`src/rtl/serial_word_packer_pkg.sv`:
```
`default_nettype none
// ============================================================================
// Module   : serial_word_packer_pkg
// Brief    : Shared types and constants for the serial word packer.
// Revision : 1.0 - initial release
// ============================================================================
package serial_word_packer_pkg;

    typedef enum logic [1:0] {
        IDLE   = 2'd0,
        DATA   = 2'd1,
        PARITY = 2'd2
    } state_t;

    localparam int ERR_CNT_W = 8;

endpackage : serial_word_packer_pkg
`default_nettype wire

```
`src/rtl/serial_word_packer.sv`:
```
`default_nettype none
// ============================================================================
// Module   : serial_word_packer
// Brief    : Deserialises a framed MSB-first bit stream into words with
//            optional even parity; accepted words pulse wr toward the FIFO.
// Revision : 1.0 - initial release
// ============================================================================
module serial_word_packer
    import serial_word_packer_pkg::*;
#(
    parameter int DATA_WIDTH = 8,
    parameter int PARITY_EN  = 1
) (
    input  logic                  clk,
    input  logic                  resetn,
    input  logic                  bit_in,
    input  logic                  bit_valid,
    input  logic                  sof,
    output logic [DATA_WIDTH-1:0] dout,
    output logic                  wr,
    output logic                  busy,
    output logic                  parity_err,
    output logic                  frame_abort,
    output logic [ERR_CNT_W-1:0]  err_cnt
);

    localparam int CNT_W = $clog2(DATA_WIDTH);
    localparam logic [CNT_W-1:0] c_last_cnt = CNT_W'(DATA_WIDTH - 1);

    state_t                r_state,     w_state_nxt;
    logic [DATA_WIDTH-1:0] r_shreg,     w_shreg_nxt;
    logic [CNT_W-1:0]      r_cnt,       w_cnt_nxt;
    logic [DATA_WIDTH-1:0] r_dout,      w_dout_nxt;
    logic                  r_wr,        w_wr_nxt;
    logic                  r_perr,      w_perr_nxt;
    logic                  r_abort,     w_abort_nxt;
    logic [ERR_CNT_W-1:0]  r_err_cnt,   w_err_cnt_nxt;

    logic [DATA_WIDTH-1:0] w_shift;
    logic                  w_parity;

    assign w_shift  = {r_shreg[DATA_WIDTH-2:0], bit_in};
    assign w_parity = (^r_shreg) ^ bit_in;

    always_ff @(posedge clk) begin
        if (!resetn) begin
            r_state   <= IDLE;
            r_shreg   <= '0;
            r_cnt     <= '0;
            r_dout    <= '0;
            r_wr      <= 1'b0;
            r_perr    <= 1'b0;
            r_abort   <= 1'b0;
            r_err_cnt <= '0;
        end else begin
            r_state   <= w_state_nxt;
            r_shreg   <= w_shreg_nxt;
            r_cnt     <= w_cnt_nxt;
            r_dout    <= w_dout_nxt;
            r_wr      <= w_wr_nxt;
            r_perr    <= w_perr_nxt;
            r_abort   <= w_abort_nxt;
            r_err_cnt <= w_err_cnt_nxt;
        end
    end

    always_comb begin
        w_state_nxt   = r_state;
        w_shreg_nxt   = r_shreg;
        w_cnt_nxt     = r_cnt;
        w_dout_nxt    = r_dout;
        w_wr_nxt      = 1'b0;
        w_perr_nxt    = 1'b0;
        w_abort_nxt   = 1'b0;
        w_err_cnt_nxt = r_err_cnt;

        if (bit_valid) begin
            // sof always restarts; outside IDLE it also abandons the current word
            if (sof) begin
                w_abort_nxt = (r_state != IDLE);
                w_shreg_nxt = w_shift;
                w_cnt_nxt   = CNT_W'(1);
                w_state_nxt = DATA;
            end else begin
                case (r_state)
                    IDLE: ;
                    DATA: begin
                        w_shreg_nxt = w_shift;
                        w_cnt_nxt   = r_cnt + CNT_W'(1);
                        if (r_cnt == c_last_cnt) begin
                            if (PARITY_EN != 0) begin
                                w_state_nxt = PARITY;
                            end else begin
                                w_dout_nxt  = w_shift;
                                w_wr_nxt    = 1'b1;
                                w_state_nxt = IDLE;
                            end
                        end
                    end
                    PARITY: begin
                        if (!w_parity) begin
                            w_dout_nxt = r_shreg;
                            w_wr_nxt   = 1'b1;
                        end else begin
                            w_perr_nxt = 1'b1;
                            if (r_err_cnt != {ERR_CNT_W{1'b1}}) begin
                                w_err_cnt_nxt = r_err_cnt + ERR_CNT_W'(1);
                            end
                        end
                        w_state_nxt = IDLE;
                    end
                    default: w_state_nxt = IDLE;
                endcase
            end
        end
    end

    assign dout        = r_dout;
    assign wr          = r_wr;
    assign busy        = (r_state != IDLE);
    assign parity_err  = r_perr;
    assign frame_abort = r_abort;
    assign err_cnt     = r_err_cnt;

endmodule : serial_word_packer
`default_nettype wire

```
`config.mk`:
```
export PLATFORM = sky130hd
export DESIGN_NAME = serial_word_packer
export DESIGN_NICKNAME = d
export VERILOG_FILES = /design/src/rtl/serial_word_packer_pkg.sv /design/src/rtl/serial_word_packer.sv
export SDC_FILE = /design/constraint.sdc
export NUM_CORES = 1
export LEC_CHECK = 0
export ABC_AREA = 1
export CORE_MARGIN = 4
export CORE_UTILIZATION = 52
export CTS_BUF_LIST = sky130_fd_sc_hd__clkbuf_4
export CTS_CLUSTER_SIZE = 8
export DETAILED_ROUTE_END_ITERATION = 6
export DONT_BUFFER_PORTS = 1
export GPL_TIMING_DRIVEN = 0
export PLACE_DENSITY = 0.67
export SETUP_SLACK_MARGIN = 0.02
export SYNTH_ARGS = -nofsm -noshare
export SYNTH_HDL_FRONTEND = slang
export SYNTH_SLANG_ARGS = --single-unit
```
`constraint.sdc`:
```
create_clock -name clk -period 1.8 [get_ports clk]
set_clock_uncertainty 0.2 [all_clocks]
set_input_delay 0.27 -clock clk [delete_from_list [all_inputs] [get_ports clk]]
set_output_delay 0.27 -clock clk [all_outputs]
set_load 0.02 [all_outputs]
```
==> results of run 1 <==
layout by cell type, fill, tap and decap left out, types with 2 or more instances in the layout:
cell type,n
sky130_fd_sc_hd__inv_2,3
sky130_fd_sc_hd__dfxtp_4,3
sky130_fd_sc_hd__dfxtp_1,20
sky130_fd_sc_hd__a21oi_1,15
sky130_fd_sc_hd__buf_4,11
sky130_fd_sc_hd__nand4_1,10
sky130_fd_sc_hd__nor2_1,15
sky130_fd_sc_hd__dlygate4sd3_1,3
sky130_fd_sc_hd__clkbuf_2,2
sky130_fd_sc_hd__nand2_1,20
sky130_fd_sc_hd__nor2_2,2
sky130_fd_sc_hd__nand2_4,3
sky130_fd_sc_hd__xor2_1,6
sky130_fd_sc_hd__a21oi_2,10
sky130_fd_sc_hd__o21ai_0,8
sky130_fd_sc_hd__inv_1,15
sky130_fd_sc_hd__dfxtp_2,9
sky130_fd_sc_hd__buf_6,2
sky130_fd_sc_hd__nand2_2,22
sky130_fd_sc_hd__clkinv_2,2
sky130_fd_sc_hd__nor3_1,2
sky130_fd_sc_hd__nand2_8,3
sky130_fd_sc_hd__ha_1,2
sky130_fd_sc_hd__clkbuf_4,6
sky130_fd_sc_hd__nand3_1,13
sky130_fd_sc_hd__nand3_4,2
where the power goes:
group	switching [W]	internal [W]
clock	0.000254	0.000306
combinational	0.000213	0.000123
sequential	0.0000240	0.000727
total	0.000491	0.00116
metrics by stage:
| step | hold slack, ns | setup TNS [ns] | setup slack, ns | total power (W) | area (um2) |
|---|---|---|---|---|---|
| after floorplan | 0.2057 | 0 | 0.08523 | 0.0009495 | 1558 |
| after CTS | 0.02333 | 0 | 0.03259 | 0.001549 | 1759 |
| after global routing | 0.04739 | -0.02454 | -0.02454 | 0.001729 | 1946 |
| final | 0.04605 | 0 | 0.05759 | 0.001647 | 1946 |
| after detailed placement | 0.2140 | -0.9032 | -0.1223 | 0.0009942 | 1597 |
| after global placement | 0.2078 | -0.6565 | -0.09139 | 0.0009825 | 1597 |
routing by layer:
metal	wire, um	up-vias	track usage
met3	224	13	0.05396
met5	0	-	0
met1	1494	671	0.2040
li1	-	699	-
met4	115	0	0.08815
met2	1970	51	0.3316
how the worst max path moves through the flow:
stage / from / endpoint / slack (ns) / depth (start not counted)
after detailed placement: err_cnt[0] / err_cnt[0] / -0.12 / 7
after global routing: err_cnt[0] / err_cnt[2] / -0.02 / 7
final: err_cnt[0] / err_cnt[2] / 0.06 / 7
after floorplan: err_cnt[0] / err_cnt[0] / 0.09 / 7
after CTS: r_shreg[2] / dout[1] / 0.03 / 8
after global placement: err_cnt[0] / err_cnt[0] / -0.09 / 7
worst min-delay path: cells and delay by family:
| family | cells | cell delay [ns] |
|---|---|---|
| and+or+nand+nor | 1 | 0.13 |
| AOI/OAI and AO/OA | 2 | 0.14 |
cells by family after synthesis:
| group | after synthesis | share of synthesized area |
|---|---|---|
| AOI/OAI and AO/OA | 35 | 0.1368 |
| xor gates and xnor gates | 7 | 0.03942 |
| adders and majority gates | 3 | 0.02414 |
| buffers and inverters | 22 | 0.05310 |
| DFF | 32 | 0.4119 |
| and+or+nand+nor | 93 | 0.3347 |
what timing repair did:
action,in CTS,in global routing
setup endpoints to repair,8,25
gates resized for setup,5,33
hold buffers,4,0
buffers inserted,3,10
cloned,0,2
pin swaps,3,11
hold endpoints to repair,15,0
cell usage after synthesis (all sizes together), types with 2 or more instances:
cell    count
nand4      10
ha          3
xor2        7
clkbuf      2
o21ai       8
a21oi      26
inv        19
nand3      16
nand2      46
nor2       17
nor3        2
dfxtp      32
area by class of cell:
type,instances,area [um2]
sequential,32,663.1
clock buffer,6,45.04
fill,238,859.6
tap,31,38.79
timing repair buffer,17,147.6
inverter,19,72.57
buffer,3,13.76
multi-input combinational,140,929.6
clock inverter,2,35.03
sequential cells by signal (all words and copies together), names as in the netlist:
| signal | cells |
|---|---|
| r_cnt | 3 |
| frame_abort | 1 |
| err_cnt | 8 |
| r_shreg | 8 |
| dout | 8 |
| r_state | 2 |
| wr | 1 |
| parity_err | 1 |
==> metrics list, run 1 <==
- Maximum achievable frequency: 0.5739 GHz
* Placed cell count: 223
- The worst hold path was traced through 3 stages.
- CTS Sinks: 32
- The startpoint identified for the worst register-to-register timing path is err_cnt[0].
* Share of post-route cells with drive strength above 1: 0.3973
- The path class of the tightest hold or removal check is in -> reg.
- Post-layout minimum cycle time: 1.742 ns
- Width of the die: 62.69 um
- The pre-antenna-repair detailed-routing pass consisted of 4 iterations.
- Growth of design area from synthesis to finish: 25.10%
- Yosys mapped the design onto 22 distinct sky130hd cell types.
- The first global-routing pass estimated 5920 um of wire.
- For the pin with the worst max-slew slack, the measured transition is 0.5563 ns.
- Proportion of synthesized chip area in sequential cells: 0.4119
- Average wire per cell in the routed design: 15.22 um
- Number of hold violations in the final report: 0
- Peak supply drop: 0.5276 mV
- TritonCTS created 5 clock buffers.
- Hold-critical path endpoint: r_state[1]
* Register-to-register path setup slack: 0.06 ns
- Pin count of the biggest net entering global routing: 11
- The worst setup path is captured at a flop.
- Cell class contributing the biggest share of worst-path delay: simple AND/OR/NAND/NOR gates
- Net count of the finished layout: 226
- Slew HR: 0.6292
- The Yosys step of the flow raised 0 warnings.
- Die Span Y: 62.69 um
* TritonCTS clock tree: done
- Of the available clock period, the critical path in the final layout requires 0.9680.
- Synth Net Count: 200
- Post-DR vias/cell: 5.736
- The detailed router finished its first iteration with 146 violations.
- Final weighted congestion of routability-driven global placement: 0.8093
- Counting both buffers and inverters, the worst setup path holds a total of 1.
* Core footprint: 0.002805 mm2
* GR Overflow Total: 0
- The max-slew violation total from the final report was 0.
* Clock input transition at the sequential cells of the worst setup and hold paths: 0.11 ns
- The clock tree synthesis step divided the H-tree into 2 levels.
- In this run the most critical hold path is launched from bit_valid.
* Ordered list of cells on the worst path: ha_4, nand2_2, nor3b_4, a21oi_4, buf_6, nand4_1, a21oi_1
* Power Density: 846.7 mW/mm2
* Via count of the first global-routing pass: 1373
* Count of boundary I/O pins: 25
* Half-perimeter wire length after placement: 2391 um
* Cell count after synthesis: 192
- Of the post-synthesis cell area, the dominant cell type holds 0.4119.
- P_leak: 0.8070 nW
* Leading post-synthesis cells by cell area: sky130_fd_sc_hd__dfxtp_1, sky130_fd_sc_hd__nand2_2, sky130_fd_sc_hd__nand2_1
- Antenna cells: 0
- Setup violations remaining at the end of the flow were counted as 0.
- Cell with the largest stage delay on the worst path: sky130_fd_sc_hd__dfxtp_4
- The initial utilization of the core area, before any placement, comes to 0.5544.
- Initial antenna violation count: 0
* Status: finished clean
* Worst Path Required: 1.81 ns
* FP Rows: 19
- Capturing point of the worst reg2reg path: err_cnt[2]
- Top cell type by total area after synthesis: sky130_fd_sc_hd__dfxtp_1
- Crit-path max cell delay: 0.44 ns
- The synthesized design contains 32 register bits.
* DIE AREA: 0.003930 mm2
- Max-cap violations in this run came to 0.
- Remaining routing DRC violations: 0
- Once layout is complete, the utilization of the core stands at 0.6936.
- R2R depth: 7
* Port Buffer Count: 0
- Averaged over all synthesized cells, the footprint is 8.100 um2.
* Ys async rst share: 0
- Summing over every cut layer, the via total after detailed routing is 1434.
- Total global-route track usage: 0.1872
* Synthesized area: 0.001555 mm2
- The clock passes through at most 2 buffers.
- Endpoint arrival time on the critical path: 1.75 ns
- At the later pin of the worst-skew pair, clock insertion delay measures 0.34 ns.
* Leading register cell type out of synthesis: sky130_fd_sc_hd__dfxtp_1
* Maximum fanout along the worst path: 5
- Number of synthesized flops with an enable pin: 0
* Buffer type at the clock tree root: sky130_fd_sc_hd__clkbuf_4
- Detail Route Antenna Nets: 0
- Wires add up to 3805 um.
- The worst setup path is launched from a flop.
- Number of non-filler instances in the completed layout: 250
- The critical path is of the reg -> reg type.
No activity file was read; power rests on OpenSTA's default activity.
==> inputs of run 2 (changes only) <==
GPL_ROUTABILITY_DRIVEN = 0   (was not set)
==> results of run 2 <==
Same layout as run 1: the final DEF is identical, and so are final timing and power.
